===== config.mk =====
export PLATFORM = sky130hd
export DESIGN_NAME = npc_seq_ctrl
export DESIGN_NICKNAME = d
export VERILOG_FILES = /design/src/rtl/npc_pkg.sv /design/src/rtl/npc_inst_class.sv /design/src/rtl/npc_seq_ctrl.sv
export SDC_FILE = /design/constraint.sdc
export NUM_CORES = 1
export LEC_CHECK = 0
export BUFFER_PORTS_ARGS = -buffer_cell sky130_fd_sc_hd__buf_2
export CORE_UTILIZATION = 56
export DETAILED_ROUTE_END_ITERATION = 7
export GPL_ROUTABILITY_DRIVEN = 1
export GPL_TIMING_DRIVEN = 1
export MAX_ROUTING_LAYER = met4
export PLACE_DENSITY = 0.83
export REMOVE_ABC_BUFFERS = 1
export SYNTH_ARGS = -nofsm -noshare
export SYNTH_HDL_FRONTEND = slang
export SYNTH_SLANG_ARGS = --single-unit

===== constraint.sdc =====
create_clock -name clk -period 2.8 [get_ports clk]
set_input_delay 0.56 -clock clk [delete_from_list [all_inputs] [get_ports clk]]
set_output_delay 0.56 -clock clk [all_outputs]
set_load 0.01 [all_outputs]

===== src/rtl/npc_pkg.sv =====
`default_nettype none
// ============================================================================
// Module      : npc_pkg
// Description : Shared definitions for the NPC core sequencer and decoders.
//               RV32 opcode constants, the ebreak encoding, and the enums for
//               sequencer state, halt reason and instruction class.
// Revision    : 1.0 - initial release
// ============================================================================
package npc_pkg;

    localparam logic [6:0]  OPC_OPIMM   = 7'b0010011;
    localparam logic [6:0]  OPC_LOAD    = 7'b0000011;
    localparam logic [6:0]  OPC_STORE   = 7'b0100011;
    localparam logic [31:0] INST_EBREAK = 32'h00100073;

    typedef enum logic [2:0] {
        S_FETCH  = 3'd0,
        S_IWAIT  = 3'd1,
        S_DECODE = 3'd2,
        S_MREQ   = 3'd3,
        S_MWAIT  = 3'd4,
        S_WB     = 3'd5,
        S_HALT   = 3'd6
    } seq_state_t;

    // Encoding is visible on the halt_code port, so values are fixed.
    typedef enum logic [1:0] {
        HC_NONE    = 2'b00,
        HC_EBREAK  = 2'b01,
        HC_ILLEGAL = 2'b10,
        HC_TIMEOUT = 2'b11
    } halt_code_t;

    typedef enum logic [2:0] {
        CLS_ILLEGAL = 3'd0,
        CLS_OPIMM   = 3'd1,
        CLS_LOAD    = 3'd2,
        CLS_STORE   = 3'd3,
        CLS_EBREAK  = 3'd4
    } inst_class_t;

endpackage : npc_pkg
`default_nettype wire


===== src/rtl/npc_inst_class.sv =====
`default_nettype none
// ============================================================================
// Module      : npc_inst_class
// Description : Purely combinational instruction classifier. Maps a 32-bit
//               instruction word to an inst_class_t.
// Ports       : inst       in  32  instruction word
//               inst_class out  3   class (OP-IMM/LOAD/STORE/EBREAK/ILLEGAL)
// Revision    : 1.0 - initial release
// ============================================================================
module npc_inst_class
    import npc_pkg::*;
(
    input  logic [31:0] inst,
    output inst_class_t inst_class
);

    always_comb begin
        inst_class = CLS_ILLEGAL;
        // ebreak shares the SYSTEM opcode with other encodings, so it needs
        // a full-word match and must take priority over the opcode decode.
        if (inst == INST_EBREAK) begin
            inst_class = CLS_EBREAK;
        end else begin
            case (inst[6:0])
                OPC_OPIMM: inst_class = CLS_OPIMM;
                OPC_LOAD:  inst_class = CLS_LOAD;
                OPC_STORE: inst_class = CLS_STORE;
                default:   inst_class = CLS_ILLEGAL;
            endcase
        end
    end

endmodule : npc_inst_class
`default_nettype wire


===== src/rtl/npc_seq_ctrl.sv =====
`default_nettype none
// ============================================================================
// Module      : npc_seq_ctrl
// Description : Multi-cycle sequencer for the NPC core. Fetches one
//               instruction over a valid/ready IFU interface, classifies it,
//               optionally performs one LSU transaction, then issues one-cycle
//               register-file / PC write strobes. Halts (sticky) on ebreak,
//               illegal opcode, or IFU/LSU response timeout.
// Ports       : clk, rst_n                      clock, async active-low reset
//               ifu_req_valid/ready             fetch request handshake
//               ifu_rsp_valid, ifu_rsp_inst     fetch response
//               inst_q                          latched current instruction
//               lsu_req_valid/we/ready          memory request handshake
//               lsu_rsp_valid                   load data / store ack
//               rf_we, pc_we                    write-back strobes
//               retired_cnt                     retired-instruction counter
//               halt, halt_code                 sticky halt flag and reason
// Revision    : 1.0 - initial release
// ============================================================================
module npc_seq_ctrl
    import npc_pkg::*;
#(
    parameter int CNT_W   = 32,
    parameter int TIMEOUT = 255
) (
    input  logic             clk,
    input  logic             rst_n,
    output logic             ifu_req_valid,
    input  logic             ifu_req_ready,
    input  logic             ifu_rsp_valid,
    input  logic [31:0]      ifu_rsp_inst,
    output logic [31:0]      inst_q,
    output logic             lsu_req_valid,
    output logic             lsu_req_we,
    input  logic             lsu_req_ready,
    input  logic             lsu_rsp_valid,
    output logic             rf_we,
    output logic             pc_we,
    output logic [CNT_W-1:0] retired_cnt,
    output logic             halt,
    output logic [1:0]       halt_code
);

    localparam int             TMO_W      = $clog2(TIMEOUT + 1);
    // The counter reads 0 in the first wait cycle, so the TIMEOUT-th wait
    // cycle is the one where it reads TIMEOUT-1.
    localparam logic [TMO_W-1:0] c_tmo_last = TMO_W'(TIMEOUT - 1);

    seq_state_t        r_state;
    seq_state_t        w_next_state;
    logic [31:0]       r_inst_q;
    logic [CNT_W-1:0]  r_retired;
    halt_code_t        r_halt_code;
    halt_code_t        w_halt_code_nxt;
    logic [TMO_W-1:0]  r_tmo;
    logic              r_run;
    logic              w_retire;
    logic              w_tmo_hit;
    inst_class_t       w_cls;

    npc_inst_class u_inst_class (
        .inst       (r_inst_q),
        .inst_class (w_cls)
    );

    assign w_tmo_hit = (r_tmo == c_tmo_last);

    always_comb begin
        w_next_state    = r_state;
        w_halt_code_nxt = r_halt_code;
        w_retire        = 1'b0;
        case (r_state)
            S_FETCH: begin
                if (r_run && ifu_req_ready) w_next_state = S_IWAIT;
            end
            S_IWAIT: begin
                // A response in the expiry cycle still wins.
                if (ifu_rsp_valid) begin
                    w_next_state = S_DECODE;
                end else if (w_tmo_hit) begin
                    w_next_state    = S_HALT;
                    w_halt_code_nxt = HC_TIMEOUT;
                end
            end
            S_DECODE: begin
                case (w_cls)
                    CLS_EBREAK: begin
                        w_next_state    = S_HALT;
                        w_halt_code_nxt = HC_EBREAK;
                        w_retire        = 1'b1;
                    end
                    CLS_OPIMM: w_next_state = S_WB;
                    CLS_LOAD,
                    CLS_STORE: w_next_state = S_MREQ;
                    default: begin
                        w_next_state    = S_HALT;
                        w_halt_code_nxt = HC_ILLEGAL;
                    end
                endcase
            end
            S_MREQ: begin
                if (lsu_req_ready) w_next_state = S_MWAIT;
            end
            S_MWAIT: begin
                if (lsu_rsp_valid) begin
                    w_next_state = S_WB;
                end else if (w_tmo_hit) begin
                    w_next_state    = S_HALT;
                    w_halt_code_nxt = HC_TIMEOUT;
                end
            end
            S_WB: begin
                w_retire     = 1'b1;
                w_next_state = S_FETCH;
            end
            S_HALT: w_next_state = S_HALT;
            default: w_next_state = S_FETCH;
        endcase
    end

    always_ff @(posedge clk or negedge rst_n) begin
        if (!rst_n) begin
            r_state     <= S_FETCH;
            r_inst_q    <= 32'h0;
            r_retired   <= '0;
            r_halt_code <= HC_NONE;
            r_tmo       <= '0;
            r_run       <= 1'b0;
        end else begin
            r_state     <= w_next_state;
            r_halt_code <= w_halt_code_nxt;
            // Keeps the fetch request low while reset is held even though the
            // state already reads FETCH; rises on the first edge after release.
            r_run       <= 1'b1;
            if (r_state == S_IWAIT && ifu_rsp_valid) begin
                r_inst_q <= ifu_rsp_inst;
            end
            if (w_retire) begin
                r_retired <= r_retired + CNT_W'(1);
            end
            // Wait states are only entered from FETCH/MREQ where the counter
            // is held at zero, so entry always starts a fresh count. The
            // state is left at c_tmo_last, so the counter cannot overflow.
            if (r_state == S_IWAIT || r_state == S_MWAIT) begin
                r_tmo <= r_tmo + TMO_W'(1);
            end else begin
                r_tmo <= '0;
            end
        end
    end

    // All outputs decode from registered state only.
    assign ifu_req_valid = (r_state == S_FETCH) && r_run;
    assign lsu_req_valid = (r_state == S_MREQ);
    assign lsu_req_we    = (r_state == S_MREQ) && (w_cls == CLS_STORE);
    assign pc_we         = (r_state == S_WB);
    assign rf_we         = (r_state == S_WB) &&
                           ((w_cls == CLS_OPIMM) || (w_cls == CLS_LOAD));
    assign halt          = (r_state == S_HALT);
    assign halt_code     = r_halt_code;
    assign inst_q        = r_inst_q;
    assign retired_cnt   = r_retired;

endmodule : npc_seq_ctrl
`default_nettype wire


==> key figures, run 1 <==
Clock network
  – CTS H-tree depth: 3
  – Root buf cell: clkbuf_8
  – Clock Path Buffers: 2
  – Post-CTS Resized: 0
  – # hold bufs at CTS: 0
  – CTS Sinks: 78
  – Clk_lat worst skew: 0.34 ns
  – Postcts setup bufs: 0
  – CTS tree: yes
  – CTS buffer count: 9
  – Clock transition at path regs: 0.08 ns

Critical path
  – Crit path max fanout: 10
  – Cell Chain, Critical Path: inv_1, nor3b_2, nor3b_1, buf_2
  – CP delay by family, top: simple AND/OR/NAND/NOR gates
  – WP data arrival: 2.04 ns
  – CP Capture Type: output pin
  – Worst stage delay on the critical path: 0.58 ns
  – Critical Path RT: 2.24 ns
  – Critical Path Slowest Stage Cell: dfrtp_1
  – Worst Setup Start Kind: register
  – Setup CP Type: register to output pin
  – Buffer and inverter count on the worst path: 2

Global route
  – Vias in the first global route: 2701
  – Total gr overflow: 0
  – Largest net degree at the start of global routing: 79
  – GRT Util Overall: 25.22%
  – Global-route wire length before repair: 13350 microns
  – Initial antenna violation count: 0

Placement
  – Gpl congestion: 0.7912
  – DP HPWL: 5669 microns
  – PortBufs: 109
  – Dpl cell area: 4318 sq um

Cells and area
  – Fraction of layout cells with a size suffix above 1: 42.06%
  – # nets final: 464
  – Fin util: 71.92%
  – Syn-to-layout area delta: 23.44%
  – Ant diodes: 0
  – Fill count: 460
  – Final instance area: 4567 sq um

Synthesis
  – Post-Synthesis Cells: 312
  – Ys async rst share: 100.0%
  – Post-synthesis register bit count: 78
  – Post-synthesis sequential area ratio: 52.76%
  – Syn Area/Cell: 11.86 sq um
  – Cell taking the most area after synthesis: dfrtp_1
  – Top_reg_cell synth: dfrtp_1
  – Count of flip-flops with a built-in enable after synthesis: 0
  – Area of the mapped netlist: 3700 sq um
  – Top cells by area, synth: dfrtp_1 53%, mux2_2 10%, xor2_1 7.1%, nor4_2 2.0%, nand3_1 1.9%
  – Share of the synthesized area in the top cell type: 52.76%
  – Yosys Warn Count: 0
  – Yosys cell types: 47

Routing
  – DRT Pass-1 Iters: 4
  – ANT nets after route: 0
  – # DRC: 0
  – Routed via count: 2872
  – Initial DRC count: 179
  – Vias/cell: 5.687
  – Routed WL: 8155 microns
  – WL per Instance: 16.15 microns

Timing
  – RSZ-0062 raised after global routing: no
  – Final Hold Viols: 0
  – Tmin final: 2.604 ns
  – Count of final setup violators: 0
  – F_max: 0.3840 GHz
  – Worst Skew: 0.008890 ns
  – Hold WS: 0.3596 ns
  – Max-slew violations: 0
  – Worst relative slew slack: 36.73%
  – Period utilization: 93.00%
  – Slew of the pin with the lowest slew margin: 0.9491 ns

Power and ir drop
  – Peak supply drop: 0.6850 mV
  – Power per cell area: 885.3 nW/um^2
  – Design Power: 4.043 mW
  – Static Leak: 2.249 nW

Floorplanning
  – DIE WIDTH: 83.28 microns
  – Row cnt: 29
  – Die height: 83.28 microns
  – Die area: 6936 sq um
  – Core area: 6350 sq um
  – Initial core utilization: 58.27%
  – # IOs: 110

Hold path
  – HP Class: input pin to asynchronous set/reset pin

Run status
  – Run status: finished, final reports clean

Run
  – Number of max-cap violations: 0
[area by class of cell]
type	count	area [sq um]	area share (%)
clock inverters	3	90.09	1.973
inverters	6	22.52	0.4932
multi-input cells	216	1677	36.71
clock buffers	13	158.9	3.479
well taps	77	96.34	2.110
repair buffers	112	570.5	12.49
flip-flops and latches	78	1952	42.74
[registers in the layout, summed over array words and instances (netlist names)]
| name | count |
|---|---|
| retired_cnt | 32 |
| halt_code | 2 |
| inst_q | 32 |
| r_run | 1 |
| r_tmo | 8 |
| r_state | 3 |
[metal layers]
metal / up-vias / track usage (%) / share of wire, %
met2: 98 / 38.75 / 50
met1: 1422 / 33.40 / 44
li1: 1342 / - / -
met3: 10 / 4.473 / 4.6
met5: - / - / 0
met4: 0 / 10.34 / 1.6
[cells by family (layout without fill, tap and decap cells)]
kind of cell / count (synthesis) / in the layout / synth area share [%]
AOI/OAI and AO/OA: 25 / 25 / 4.295
xor gates and xnor gates: 37 / 37 / 8.759
adders and majority gates: 3 / 3 / 1.015
buffers and inverters: 18 / 134 / 2.333
DFF: 78 / 78 / 52.76
muxes: 34 / 34 / 10.35
other: 1 / 1 / 0.1014
and+or+nand+nor: 116 / 116 / 20.39
[per-stage QoR]
step / instances / TNS [ns] / setup WS [ns]
floorplan: 300 / -51.09 / -1.552
global placement: 489 / 0 / 0.6193
detailed placement: 489 / 0 / 0.5927
CTS: 505 / 0 / 0.1980
global route: 505 / 0 / 0.06099
finish: 505 / 0 / 0.1960
[power breakdown]
part,switching [mW],total (mW),internal [mW]
sequential,0.313,1.74,1.43
combinational,0.633,1.27,0.633
clock,0.390,1.03,0.642
total,1.34,4.04,2.71
[placed cells by master (no fill, tap or decap), types with 2 or more instances in the layout]
cell,count
o22ai_1,2
nor4_1,7
dfrtp_1,78
nor3_1,4
nor4b_1,7
or2_2,4
clkbuf_8,11
nor4b_2,2
or3_1,2
bufinv_16,3
nor4_2,6
nor3b_2,2
nand2_1,14
nand4_1,8
nor2b_1,2
buf_2,108
nor3b_1,4
buf_4,4
nand3_1,14
a21oi_1,13
xnor2_1,7
inv_1,6
xor2_1,30
mux2_2,34
ha_1,3
nand2b_1,4
clkbuf_1,2
and4_1,3
and3_1,6
o21ai_0,4
nor2_1,18
[final timing paths]
kind / depth (start not counted) / slack (ns) / start / to
setup / recovery: 4 / 0.20 / r_state[2] / rf_we
hold / removal: 1 / 0.36 / rst_n / retired_cnt[21]
setup reg to reg: 5 / 0.56 / inst_q[23] / retired_cnt[5]
hold reg to reg: 1 / 0.46 / retired_cnt[31] / retired_cnt[31]
max in group asynchronous: 1 / 1.83 / rst_n / retired_cnt[24]
min in group clk: 2 / 0.45 / ifu_rsp_inst[2] / inst_q[2]
[synthesized netlist by cell type (all sizes together) (2+ instances only)]
library cell	n
nor3b	6
xnor2	7
nor4b	9
o21ai	4
mux2	34
nor3	4
nor2	18
or2	5
dfrtp	78
o22ai	2
and3	6
and4	4
ha	3
nor4	13
nand4	9
inv	6
or3	3
nand2b	4
a21oi	13
clkbuf	3
and4bb	2
nand3	14
nor2b	2
xor2	30
buf	9
nand2	14
Power figures use the tool's default switching activity.
==> inputs of run 2 (changes only) <==
--- a/config.mk
+++ b/config.mk
@@ -6,12 +6,12 @@
 export NUM_CORES = 1
 export LEC_CHECK = 0
 export BUFFER_PORTS_ARGS = -buffer_cell sky130_fd_sc_hd__buf_2
-export CORE_UTILIZATION = 56
+export CORE_ASPECT_RATIO = 1.2
+export CORE_UTILIZATION = 52
 export DETAILED_ROUTE_END_ITERATION = 7
 export GPL_ROUTABILITY_DRIVEN = 1
-export GPL_TIMING_DRIVEN = 1
 export MAX_ROUTING_LAYER = met4
-export PLACE_DENSITY = 0.83
+export PLACE_DENSITY = 0.77
 export REMOVE_ABC_BUFFERS = 1
 export SYNTH_ARGS = -nofsm -noshare
 export SYNTH_HDL_FRONTEND = slang
==> constraint.sdc (replaced) <==
create_clock -name clk -period 2.45 [get_ports clk]
set_input_delay 0.49 -clock clk [delete_from_list [all_inputs] [get_ports clk]]
set_output_delay 0.49 -clock clk [all_outputs]
set_load 0.01 [all_outputs]
==> run 2 against run 1 <==
  * Worst setup slack worse by 0.010 ns
  * Critical path type unchanged
  * Highest routed layer unchanged
  * Worst hold slack got worse by 0.28 ns
  * Die area up 7.5%
  * Clock-buffer cell count is 2 lower
==> key figures, run 2 (synthesized netlist as in run 1, its figures left out) <==
Global route
  – Largest net degree at the start of global routing: 45
  – Total gr overflow: 0
  – Initial antenna violation count: 0
  – GRT Util Overall: 24.07%
  – Vias in the first global route: 2837
  – Global-route wire length before repair: 13230 microns

Run status
  – Run status: finished, final reports clean

Clock network
  – Clock Path Buffers: 2
  – CTS Sinks: 78
  – CTS buffer count: 9
  – # hold bufs at CTS: 0
  – Postcts setup bufs: 0
  – CTS H-tree depth: 3
  – Clk_lat worst skew: 0.35 ns
  – Root buf cell: clkbuf_8
  – CTS tree: yes
  – Clock transition at path regs: 0.09 ns

Power and ir drop
  – Peak supply drop: 0.6946 mV
  – Design Power: 4.525 mW
  – Static Leak: 2.270 nW
  – Power per cell area: 980.6 nW/um^2

Floorplanning
  – # IOs: 110
  – Row cnt: 33
  – Die height: 94.40 microns
  – Core area: 6854 sq um
  – Initial core utilization: 53.98%
  – DIE WIDTH: 79 microns
  – Die area: 7458 sq um

Critical path
  – Critical Path RT: 1.96 ns
  – Cell Chain, Critical Path: nor3b_2, nor3b_1, buf_2
  – Worst stage delay on the critical path: 0.61 ns
  – Critical Path Slowest Stage Cell: dfrtp_1
  – Setup CP Type: register to output pin
  – CP Capture Type: output pin
  – Buffer and inverter count on the worst path: 1
  – WP data arrival: 1.77 ns
  – Crit path max fanout: 15
  – CP delay by family, top: simple AND/OR/NAND/NOR gates
  – Worst Setup Start Kind: register

Timing
  – Worst Skew: 0.01206 ns
  – Worst relative slew slack: 48.82%
  – Max-slew violations: 0
  – Tmin final: 2.264 ns
  – TNS Setup: 0 ns
  – Hold WS: 0.07832 ns
  – F_max: 0.4416 GHz
  – Slew of the pin with the lowest slew margin: 0.7677 ns
  – RSZ-0062 raised after global routing: no
  – Final Hold Viols: 0
  – Period utilization: 92.42%
  – Count of final setup violators: 0
  – Worst Slack Setup Final: 0.1856 ns

Placement
  – PortBufs: 109
  – DP HPWL: 5985 microns
  – Place WS: 0.2905 ns
  – Dpl cell area: 4380 sq um
  – Gpl congestion: 0.8314

Routing
  – WL per Instance: 15.64 microns
  – ANT nets after route: 0
  – DRT Pass-1 Iters: 4
  – Vias/cell: 5.440
  – # DRC: 0
  – Routed via count: 2829
  – Initial DRC count: 131
  – Routed WL: 8135 microns

Cells and area
  – # nets final: 469
  – Most frequent cells in the layout: 108 x buf_2, 77 x dfrtp_1, 34 x mux2_2, 30 x xor2_1, 18 x nor2_1
  – Fill count: 561
  – Most common cell after layout, fill and taps aside: buf_2
  – Final instance area: 4614 sq um
  – Fraction of layout cells with a size suffix above 1: 43.42%
  – Syn-to-layout area delta: 24.72%
  – Ant diodes: 0

Run
  – Number of max-cap violations: 0

Hold path
  – HP Class: input pin to asynchronous set/reset pin
==> run 2: metal layers <==
metal / GRT usage (%) / wire, microns / up-vias / part of all wire [%]
li1: - / - / 1349 / -
met1: 28.91 / 3368 / 1374 / 41
met2: 38.07 / 4113 / 91 / 51
met3: 5.990 / 480 / 15 / 5.9
met4: 11.36 / 173 / 0 / 2.1
met5: - / 0 / - / 0
==> run 2: per-stage QoR <==
step                instances  utilization, %
floorplan                 300               -
CTS                       520           67.31
detailed placement        504           63.91
finish                    520           67.32
global route              520           67.32
global placement          504           63.91
==> run 2: area by class of cell <==
type,count,area [sq um],area share (%)
flip-flops and latches,78,1953,42.33
well taps,87,108.9,2.359
clock inverters,5,81.33,1.762
inverters,6,22.52,0.4881
repair buffers,117,620.6,13.45
multi-input cells,216,1677,36.33
clock buffers,11,151.4,3.281
==> run 2: path summary, 6_finish.rpt <==
path	startpoint	cells past startpoint	slack, ns	endpoint
min reg2reg	retired_cnt[31]	1	0.46	retired_cnt[31]
min in group clk	ifu_rsp_inst[3]	2	0.36	inst_q[3]
max	r_state[0]	3	0.19	rf_we
max reg2reg	inst_q[23]	5	0.31	retired_cnt[8]
min	rst_n	1	0.08	inst_q[3]
max in group asynchronous	rst_n	2	1.78	retired_cnt[3]
==> run 2: what timing repair did <==
action | in CTS | in global routing
setup endpoints to repair | 0 | 1
gates resized for setup | 0 | 1
hold endpoints to repair | 0 | 0
==> run 2: report_power, final <==
group / internal, mW / switching, mW / total [mW]
registers: 1.64 / 0.332 / 1.97
logic: 0.737 / 0.711 / 1.45
clock network: 0.629 / 0.478 / 1.11
total: 3.00 / 1.52 / 4.52
==> inputs of run 3 (changes only) <==
==> constraint.sdc (replaced) <==
create_clock -name clk -period 2.1 [get_ports clk]
set_input_delay 0.42 -clock clk [delete_from_list [all_inputs] [get_ports clk]]
set_output_delay 0.42 -clock clk [all_outputs]
set_load 0.01 [all_outputs]
==> run 3 against run 2 <==
  * Combinational power rose by 30%
  * Wire length rose by 1.6%
  * Clock-buffer cell count fell by 2
==> key figures, run 3 (synthesized netlist as in run 1, its figures left out) <==
Power and ir drop
  – Power per cell area: 1140 nW/um^2
  – Static Leak: 2.334 nW
  – Peak supply drop: 0.8746 mV

Timing
  – Final Hold Viols: 0
  – TNS Setup: 0 ns
  – F_max: 0.4901 GHz
  – Slew of the pin with the lowest slew margin: 0.5602 ns
  – Worst Slack Setup Final: 0.05963 ns
  – Tmin final: 2.040 ns
  – Worst relative slew slack: 62.65%
  – Period utilization: 97.16%
  – Count of final setup violators: 0
  – Max-slew violations: 0
  – Worst Skew: 0.01180 ns

Global route
  – Largest net degree at the start of global routing: 45
  – Initial antenna violation count: 0
  – GRT Util Overall: 23.97%
  – Total gr overflow: 0
  – Global-route wire length before repair: 13230 microns
  – Vias in the first global route: 2734

Routing
  – Vias/cell: 5.395
  – Initial DRC count: 161
  – # DRC: 0
  – DRT Pass-1 Iters: 4
  – Routed via count: 2870
  – Routed WL: 8269 microns
  – ANT nets after route: 0
  – WL per Instance: 15.54 microns

Cells and area
  – FF/Latch Area: 1952 sq um
  – Most frequent cells in the layout: 108 x buf_2, 78 x dfrtp_1, 34 x mux2_2, 30 x xor2_1
  – Fill count: 562
  – Area occupied by multi-input gates: 1707 sq um
  – Most common cell after layout, fill and taps aside: buf_2
  – Fraction of layout cells with a size suffix above 1: 45.62%
  – Syn-to-layout area delta: 28.31%
  – # nets final: 481
  – Ant diodes: 0

Clock network
  – Root buf cell: clkbuf_8
  – CTS H-tree depth: 3
  – CTS Sinks: 78
  – Clk_lat worst skew: 0.35 ns
  – Clock Path Buffers: 2
  – CTS buffer count: 9
  – CTS tree: yes
  – Clock transition at path regs: 0.09 ns
  – # hold bufs at CTS: 0

Hold path
  – HP Class: input pin to asynchronous set/reset pin

Placement
  – PortBufs: 109
  – DP HPWL: 6062 microns
  – Gpl congestion: 0.8196
  – Place WS: 0.03841 ns

Floorplanning
  – Row cnt: 33
  – # IOs: 110
  – Core area: 6854 sq um
  – Initial core utilization: 53.98%
  – Die area: 7458 sq um
  – DIE WIDTH: 79 microns
  – Die height: 94.40 microns

Critical path
  – Setup CP Type: register to output pin
  – WP data arrival: 1.62 ns
  – Worst Setup Start Kind: register
  – R2R Setup Slk: 0.10 ns
  – CP Capture Type: output pin
  – Crit path max fanout: 7
  – Critical Path RT: 1.68 ns

Run status
  – Run status: finished, final reports clean

Run
  – Number of max-cap violations: 0
==> run 3: cell types whose count changed in the layout (fill, tap and decap cells not counted), sizes merged <==
cell / before / now
buf: 117 / 129
clkbuf: 11 / 9
clkinvlp: 1 / 2
inv: 6 / 7
==> run 3: through the flow <==
stage | cell area, sq um | hold WS [ns] | cells | power, mW | util, %
2_1_floorplan | 3636 | 0.1244 | 300 | 3.285 | -
3_3_place_gp | 4451 | 0.4508 | 510 | 4.042 | 64.93
3_5_place_dp | 4451 | 0.4538 | 510 | 4.113 | 64.93
4_1_cts | 4693 | 0.06904 | 528 | 5.406 | 68.47
5_1_grt | 4747 | 0.09102 | 532 | 5.705 | 69.26
6_report | 4747 | 0.05824 | 532 | 5.410 | 69.26
==> run 3: worst paths after layout <==
path	endpoint	depth (start not counted)	startpoint
min in group clk	inst_q[30]	2	ifu_rsp_inst[30]
worst max-delay path	rf_we	4	r_state[2]
worst min-delay path	inst_q[3]	1	rst_n
worst max register to register	retired_cnt[16]	6	inst_q[29]
worst min register to register	retired_cnt[31]	1	retired_cnt[31]
max in group asynchronous	retired_cnt[0]	2	rst_n
==> run 3: cell type report <==
class,instances,share of cell area [%]
multi-input cells,216,35.95
flip-flops and latches,78,41.12
clock inverters,7,2.056
clock buffers,9,2.609
inverters,6,0.4744
repair buffers,129,15.50
well taps,87,2.293
==> run 3: metal layers <==
metal / track usage, % / routed length (microns) / vias to the layer above
li1: - / - / 1372
met1: 30.77 / 3526 / 1404
met2: 37.64 / 4259 / 85
met3: 4.638 / 356 / 9
met4: 9.242 / 125 / 0
met5: - / 0 / -
==> run 3: worst max-delay path: stages, from the launching register on <==
cell	delay (ns)
dfrtp_1	0.45
inv_1	0.19
nor3b_4	0.27
nor3b_1	0.20
buf_2	0.17
==> run 3: what timing repair did <==
item / CTS / global route
endpoints found under the hold margin: 0 / 0
pin swaps: 0 / 4
cloned: 0 / 0
resized for setup: 1 / 6
setup endpoints to repair: 2 / 22
setup buffers: 2 / 4
==> run 3: report_power, final <==
part / leakage [nW] / total (mW) / switching [mW] / internal [mW]
clock network: 0.106 / 1.25 / 0.574 / 0.673
registers: 1.00 / 2.28 / 0.368 / 1.91
logic: 1.23 / 1.89 / 0.902 / 0.984
total: 2.33 / 5.41 / 1.84 / 3.57
